### src/rtl/clk_div_pkg.sv
// Shared types and constants for the multi-mode clock divider.
// Holds the FSM state type, default half-period table and the table lookup helper.
package clk_div_pkg;

  localparam int CNT_W_DEF = 32;
  localparam int MAX_MODES = 16;
  localparam int MAX_CNT_W = 64;

  // Entry i sits at bits [i*CNT_W +: CNT_W]; mode 0 is the slowest output.
  localparam logic [4*CNT_W_DEF-1:0] HALF_TABLE_DEF =
    {32'd1562500, 32'd3125000, 32'd6250000, 32'd12500000};

  typedef enum logic [1:0] {
    IDLE,
    RUN,
    DRAIN
  } state_t;

  typedef logic [MAX_MODES-1:0][MAX_CNT_W-1:0] wide_table_t;

  // A zero half-period cannot be counted, so it behaves as the fastest setting.
  function automatic logic [MAX_CNT_W-1:0] table_lookup(input wide_table_t tbl,
                                                        input logic [3:0]  idx);
    logic [MAX_CNT_W-1:0] h;
    h = tbl[idx];
    return (h == '0) ? MAX_CNT_W'(1) : h;
  endfunction

endpackage

### src/rtl/clk_div_cnt.sv
// Loadable half-period counter: counts 0..limit-1 while running and flags the wrap.
// The limit only changes on load, so a new half-period never truncates the current one.
module clk_div_cnt #(
  parameter int CNT_W = 32
) (
  input  logic             clk,
  input  logic             rst_n,
  input  logic             run,
  input  logic             clr,
  input  logic             load,
  input  logic [CNT_W-1:0] load_val,
  output logic             wrap
);

  localparam logic [CNT_W-1:0] ONE = CNT_W'(1);

  logic [CNT_W-1:0] cnt_q, cnt_d;
  logic [CNT_W-1:0] lim_q, lim_d;

  assign wrap = run && (cnt_q == lim_q - ONE);

  always_comb begin
    cnt_d = cnt_q;
    lim_d = lim_q;
    if (clr) begin
      cnt_d = '0;
    end else if (run) begin
      cnt_d = wrap ? '0 : cnt_q + ONE;
    end
    if (load) begin
      lim_d = load_val;
    end
  end

  // NOTE: sequential state uses non-blocking assignments so every flop samples pre-edge values.
  always_ff @(posedge clk or negedge rst_n) begin
    if (!rst_n) begin
      cnt_q <= '0;
      lim_q <= ONE;
    end else begin
      cnt_q <= cnt_d;
      lim_q <= lim_d;
    end
  end

endmodule

### src/rtl/clk_div_multi.sv
// Multi-mode 50% duty clock divider with glitch-free mode switching, clean stop-low and Tick.
// Define CLK_DIV_RUNTIME_DIV_EN to make the half-period table a writable register file.
module clk_div_multi
  import clk_div_pkg::*;
#(
  parameter int                         CNT_W      = CNT_W_DEF,
  parameter int                         NUM_MODES  = 4,
  parameter int                         MODE_W     = 2,
  parameter logic [NUM_MODES*CNT_W-1:0] HALF_TABLE = HALF_TABLE_DEF
) (
  input  logic              Clk,
  input  logic              Rst_n,
  input  logic              En,
  input  logic [MODE_W-1:0] Mode,
`ifdef CLK_DIV_RUNTIME_DIV_EN
  input  logic              Div_Wr,
  input  logic [MODE_W-1:0] Div_Idx,
  input  logic [CNT_W-1:0]  Div_Val,
`endif
  output logic              Clk_O,
  output logic              Tick,
  output logic [MODE_W-1:0] Active_Mode,
  output logic              Mode_Err
);

  state_t            state_q, state_d;
  logic              clk_o_q, clk_o_d;
  logic              tick_q, tick_d;
  logic [MODE_W-1:0] active_q, active_d;
  logic [MODE_W-1:0] pend_q, pend_d;
  logic              pend_v_q, pend_v_d;
  logic [MODE_W-1:0] mode_q, mode_d;
  logic              mode_err_q, mode_err_d;

  logic              mode_valid;
  logic [MODE_W-1:0] req_pend;
  logic              req_v;
  logic              cnt_run, cnt_clr, cnt_load, wrap;
  logic [CNT_W-1:0]  h_load;
  logic [CNT_W-1:0]  tbl_d [NUM_MODES];
  wide_table_t       tbl_wide;

`ifdef CLK_DIV_RUNTIME_DIV_EN
  logic [CNT_W-1:0] tbl_q [NUM_MODES];

  always_comb begin
    for (int i = 0; i < NUM_MODES; i++) begin
      tbl_d[i] = tbl_q[i];
      if (Div_Wr && (int'(Div_Idx) == i)) begin
        tbl_d[i] = Div_Val;
      end
    end
  end

  // NOTE: this small table must power up holding HALF_TABLE, so unlike a RAM it is reset.
  always_ff @(posedge Clk or negedge Rst_n) begin
    if (!Rst_n) begin
      for (int i = 0; i < NUM_MODES; i++) begin
        tbl_q[i] <= HALF_TABLE[i*CNT_W +: CNT_W];
      end
    end else begin
      for (int i = 0; i < NUM_MODES; i++) begin
        tbl_q[i] <= tbl_d[i];
      end
    end
  end
`else
  always_comb begin
    for (int i = 0; i < NUM_MODES; i++) begin
      tbl_d[i] = HALF_TABLE[i*CNT_W +: CNT_W];
    end
  end
`endif

  // Lookup reads the next-state table so a write landing on a boundary is picked up there.
  always_comb begin
    tbl_wide = '0;
    for (int i = 0; i < NUM_MODES; i++) begin
      tbl_wide[i] = MAX_CNT_W'(tbl_d[i]);
    end
  end

  assign h_load = CNT_W'(table_lookup(tbl_wide, 4'(active_d)));

  assign mode_valid = int'(mode_q) < NUM_MODES;
  assign mode_d     = Mode;
  assign mode_err_d = !mode_valid;

  // Latest valid request wins; asking for the active mode cancels any pending switch.
  always_comb begin
    req_pend = pend_q;
    req_v    = pend_v_q;
    if (mode_valid) begin
      if (mode_q != active_q) begin
        req_pend = mode_q;
        req_v    = 1'b1;
      end else begin
        req_v    = 1'b0;
      end
    end
  end

  // NOTE: every always_comb output gets a default first so no path can infer a latch.
  always_comb begin
    state_d  = state_q;
    clk_o_d  = clk_o_q;
    tick_d   = 1'b0;
    active_d = active_q;
    pend_d   = pend_q;
    pend_v_d = pend_v_q;
    cnt_run  = 1'b0;
    cnt_clr  = 1'b0;
    cnt_load = 1'b0;

    unique case (state_q)
      IDLE: begin
        clk_o_d  = 1'b0;
        pend_v_d = 1'b0;
        cnt_clr  = 1'b1;
        cnt_load = 1'b1;
        if (En) begin
          state_d = RUN;
          if (mode_valid) begin
            active_d = mode_q;
          end
        end
      end

      RUN, DRAIN: begin
        cnt_run  = 1'b1;
        pend_d   = req_pend;
        pend_v_d = req_v;
        if (wrap) begin
          cnt_load = 1'b1;
          if (req_v) begin
            active_d = req_pend;
            pend_v_d = 1'b0;
          end
          if (En) begin
            clk_o_d = !clk_o_q;
            tick_d  = !clk_o_q;
            state_d = RUN;
          end else begin
            // Stopping always lands low, whichever phase the boundary ends.
            clk_o_d = 1'b0;
            state_d = IDLE;
          end
        end else begin
          state_d = En ? RUN : DRAIN;
        end
      end

      default: state_d = IDLE;
    endcase
  end

  always_ff @(posedge Clk or negedge Rst_n) begin
    if (!Rst_n) begin
      state_q    <= IDLE;
      clk_o_q    <= 1'b0;
      tick_q     <= 1'b0;
      active_q   <= '0;
      pend_q     <= '0;
      pend_v_q   <= 1'b0;
      mode_q     <= '0;
      mode_err_q <= 1'b0;
    end else begin
      state_q    <= state_d;
      clk_o_q    <= clk_o_d;
      tick_q     <= tick_d;
      active_q   <= active_d;
      pend_q     <= pend_d;
      pend_v_q   <= pend_v_d;
      mode_q     <= mode_d;
      mode_err_q <= mode_err_d;
    end
  end

  clk_div_cnt #(
    .CNT_W (CNT_W)
  ) u_cnt (
    .clk      (Clk),
    .rst_n    (Rst_n),
    .run      (cnt_run),
    .clr      (cnt_clr),
    .load     (cnt_load),
    .load_val (h_load),
    .wrap     (wrap)
  );

  assign Clk_O       = clk_o_q;
  assign Tick        = tick_q;
  assign Active_Mode = active_q;
  assign Mode_Err    = mode_err_q;

endmodule
### config.mk
export PLATFORM = sky130hd
export DESIGN_NAME = clk_div_multi
export DESIGN_NICKNAME = d
export VERILOG_FILES = /design/src/rtl/clk_div_pkg.sv /design/src/rtl/clk_div_cnt.sv /design/src/rtl/clk_div_multi.sv
export SDC_FILE = /design/constraint.sdc
export NUM_CORES = 1
export LEC_CHECK = 0
export BUFFER_PORTS_ARGS = -buffer_cell sky130_fd_sc_hd__buf_2
export CELL_PAD_IN_SITES_DETAIL_PLACEMENT = 0
export CELL_PAD_IN_SITES_GLOBAL_PLACEMENT = 1
export CORE_MARGIN = 5
export CORE_UTILIZATION = 50
export CTS_CLUSTER_SIZE = 30
export DETAILED_ROUTE_END_ITERATION = 7
export GPL_TIMING_DRIVEN = 0
export PLACE_DENSITY = 0.78
export SLEW_MARGIN = 15
export SYNTH_ARGS = -nofsm -noshare
export SYNTH_HDL_FRONTEND = slang
export SYNTH_SLANG_ARGS = --single-unit
### constraint.sdc
create_clock -name Clk -period 5.3 [get_ports Clk]
set_input_delay 0.53 -clock Clk [delete_from_list [all_inputs] [get_ports Clk]]
set_output_delay 0.53 -clock Clk [all_outputs]
set_load 0.05 [all_outputs]
==> metrics <==
status complete, no violations; DR DRC count 0; top_reg_cell synth dfrtp_1; CP Capture Type flip-flop; top cell type's share of synthesized area 39.2%; Post-DRT Antenna Nets 0; wire length per cell 17.7 um; die width 91.5 um; Global Route Usage Sum 19.5%; number of global-route vias before repair 2675; Worst setup SP type flip-flop; # fillers 601; max_slew headroom 49.2%; max_cap viols 0; Clock Path Buffers 2; cts bufs inserted 5; Final HPWL DP 5890 um; worst-margin pin slew 752 ps; area leader, netlist dfrtp_1; Worst EP arrival 4120 ps; first-pass GRT wire length 13400 um; drt total wl 7980 um; RSZ-0062 raised after global routing false; Die Y 91.5 um; Via density 5.95; Fin. Hold Viols 0; Final Net Count 383; clock latency at the later pin of the worst-skew pair 310 ps; Pwr Density 474 nW/um^2; CTS tree yes; Layout Skew 5.42 ps; largest net degree at the start of global routing 54; Leakage Power 1.54 nW; worst hold slack 247 ps; setup tns final 0 ps; Synth area leaders dfrtp_1, xor2_1, nor2_1; CTS-repair resized insts 0; fraction of registers with async set/reset 100%; Pre-Repair DR Iteration Count 4; root buf cell clkbuf_8; Mapped Cells 360; Worst Slack Setup Final 1390 ps; synth unique cells 65; 1st-iter DRT viols 156; Synth Cell Area 3320 sq um; via count of the routed design 2690; initial antenna violation count 0; area grow syn2layout 7.50%; post-CTS setup buffer count 0; hold crit path type primary input to async pin; Setup CP Type flip-flop to flip-flop; Core ar. 6390 sq um; gp weighted congestion 0.930; Post-Syn Nets 369; fin crit share 73.8%; final-report setup violation count 0; Max FO, Critical Path 9; post-route cell area 3570 sq um; # hold bufs at CTS 0; Max Slew Vio Count 0; Ys Warns 0; fraction of layout cells with a size suffix above 1 11.5%; CP required 5510 ps; Starting Density 52.0%; fin util 55.9%; EDFF count, synth 0; H-tree depth 2; Die ar. 8370 sq um; Syn Area/Cell 9.22 sq um; port bufs 7; Final Critical Period 3910 ps; Placed Instance Area 3450 sq um; clk sinks 53; global route total overflow 0; f_max 0.256 GHz; VDD IR max 0.344 mV; number of top-level pins 10; pre-CTS worst setup slack 1460 ps; clock slew at reported path FFs 100 ps; FF+latch count, synth 53; ANT cells 0; Site Rows 29; Seq/Total Area, Yosys 40.0%
-- kinds of logic (layout without fill, tap and decap cells) --
group	count (synthesis)	in the layout	synth area share [%]
flops	53	53	40.0
buf+inv	24	39	3.28
fa+ha+maj	4	4	1.51
xor+xnor	51	51	13.5
mux	3	3	0.905
other cells	1	1	0.113
simple gates	174	174	28.9
compound gates	50	50	11.8
-- sequential cells by signal, summed over array words and instances (netlist names) --
register     flops
Active_Mode      2
Clk_O            1
Tick             1
mode_q           2
state_q          2
u_cnt.cnt_q     32
u_cnt.lim_q     13
-- synth_stat cells (2+ instances only) --
cell,n
a211o_1,3
a21o_1,3
a21oi_1,10
a22o_1,2
a22o_2,2
a31oi_1,4
and2_1,3
and3_1,6
and4_1,3
buf_2,6
clkbuf_1,5
dfrtp_1,52
ha_1,4
inv_1,10
mux2i_1,3
nand2_1,24
nand2b_1,5
nand3_1,16
nand4_1,9
nor2_1,57
nor3_1,14
nor4_1,9
nor4_4,2
nor4b_1,3
o21ai_0,10
or3_1,5
or4_1,2
or4_4,2
xnor2_1,20
xor2_1,31
-- stage by stage --
step | total power [mW] | std cells
3_3_place_gp | 1.39 | 444
3_5_place_dp | 1.41 | 444
6_report | 1.69 | 452
5_1_grt | 1.81 | 452
2_1_floorplan | 1.18 | 360
4_1_cts | 1.69 | 452
-- report_power, final --
part           switching [mW]  total, mW  internal [mW]
sequential             0.0694      0.539          0.470
clock                   0.146      0.287          0.142
combinational           0.567      0.866          0.299
total                   0.782       1.69          0.911
-- layer usage --
layer | wire, um | vias up | track usage [%] | share of wire, %
li1 | - | 1307 | - | -
met1 | 3930 | 1322 | 28.2 | 49
met2 | 3620 | 51 | 31.0 | 45
met3 | 349 | 10 | 2.89 | 4.4
met4 | 80 | 0 | 4.28 | 1.0
met5 | 0 | - | 0 | 0
-- placed cells by master (no fill, tap or decap), types with 2 or more instances in the layout --
cell	count
nor2_1	57
dfrtp_1	52
xor2_1	31
nand2_1	24
xnor2_1	20
nand3_1	16
nor3_1	14
buf_2	12
inv_1	10
a21oi_1	10
o21ai_0	10
nor4_1	9
nand4_1	9
and3_1	6
clkbuf_1	5
nand2b_1	5
or3_1	5
clkbuf_8	5
a31oi_1	4
ha_1	4
nor4b_1	3
and4_1	3
mux2i_1	3
and2_1	3
a211o_1	3
a21o_1	3
or4_4	2
nor4_4	2
a22o_2	2
or4_1	2
a22o_1	2
buf_4	2
-- layout make-up --
class	count	area, sq um	share of cell area (%)
Timing Repair Buffer	7	37.5	1.05
Sequential cell	53	1330	37.2
Multi-Input combinational cell	283	1880	52.8
Clock inverter	3	46.3	1.30
Clock buffer	5	68.8	1.93
Tap cell	77	96.3	2.70
Buffer	14	71.3	2.00
Inverter	10	37.5	1.05
-- worst max-delay path, stage by stage (launching register included) --
cell and delay [ps]:
dfrtp_1 370, buf_2 190, inv_1 100, ha_1 210, or4b_1 520, nor4_4 310, xor2_1 140, nor4_1 360
nand4_2 340, o31ai_2 630, nand2_1 290, a211o_1 350
-- path summary, 6_finish.rpt --
kind,start,endpoint,slack (ps),cells after the start
worst max-delay path,u_cnt.lim_q[7],u_cnt.lim_q[20],1390,11
worst min-delay path,Rst_n,state_q[1],250,1
worst max register to register,u_cnt.lim_q[7],u_cnt.lim_q[20],1390,11
worst min register to register,Clk_O,Clk_O,550,1
max in group asynchronous,Rst_n,mode_q[1],4610,1
min in group Clk,Mode[1],mode_q[1],320,1
No activity file was read; power rests on OpenSTA's default activity.
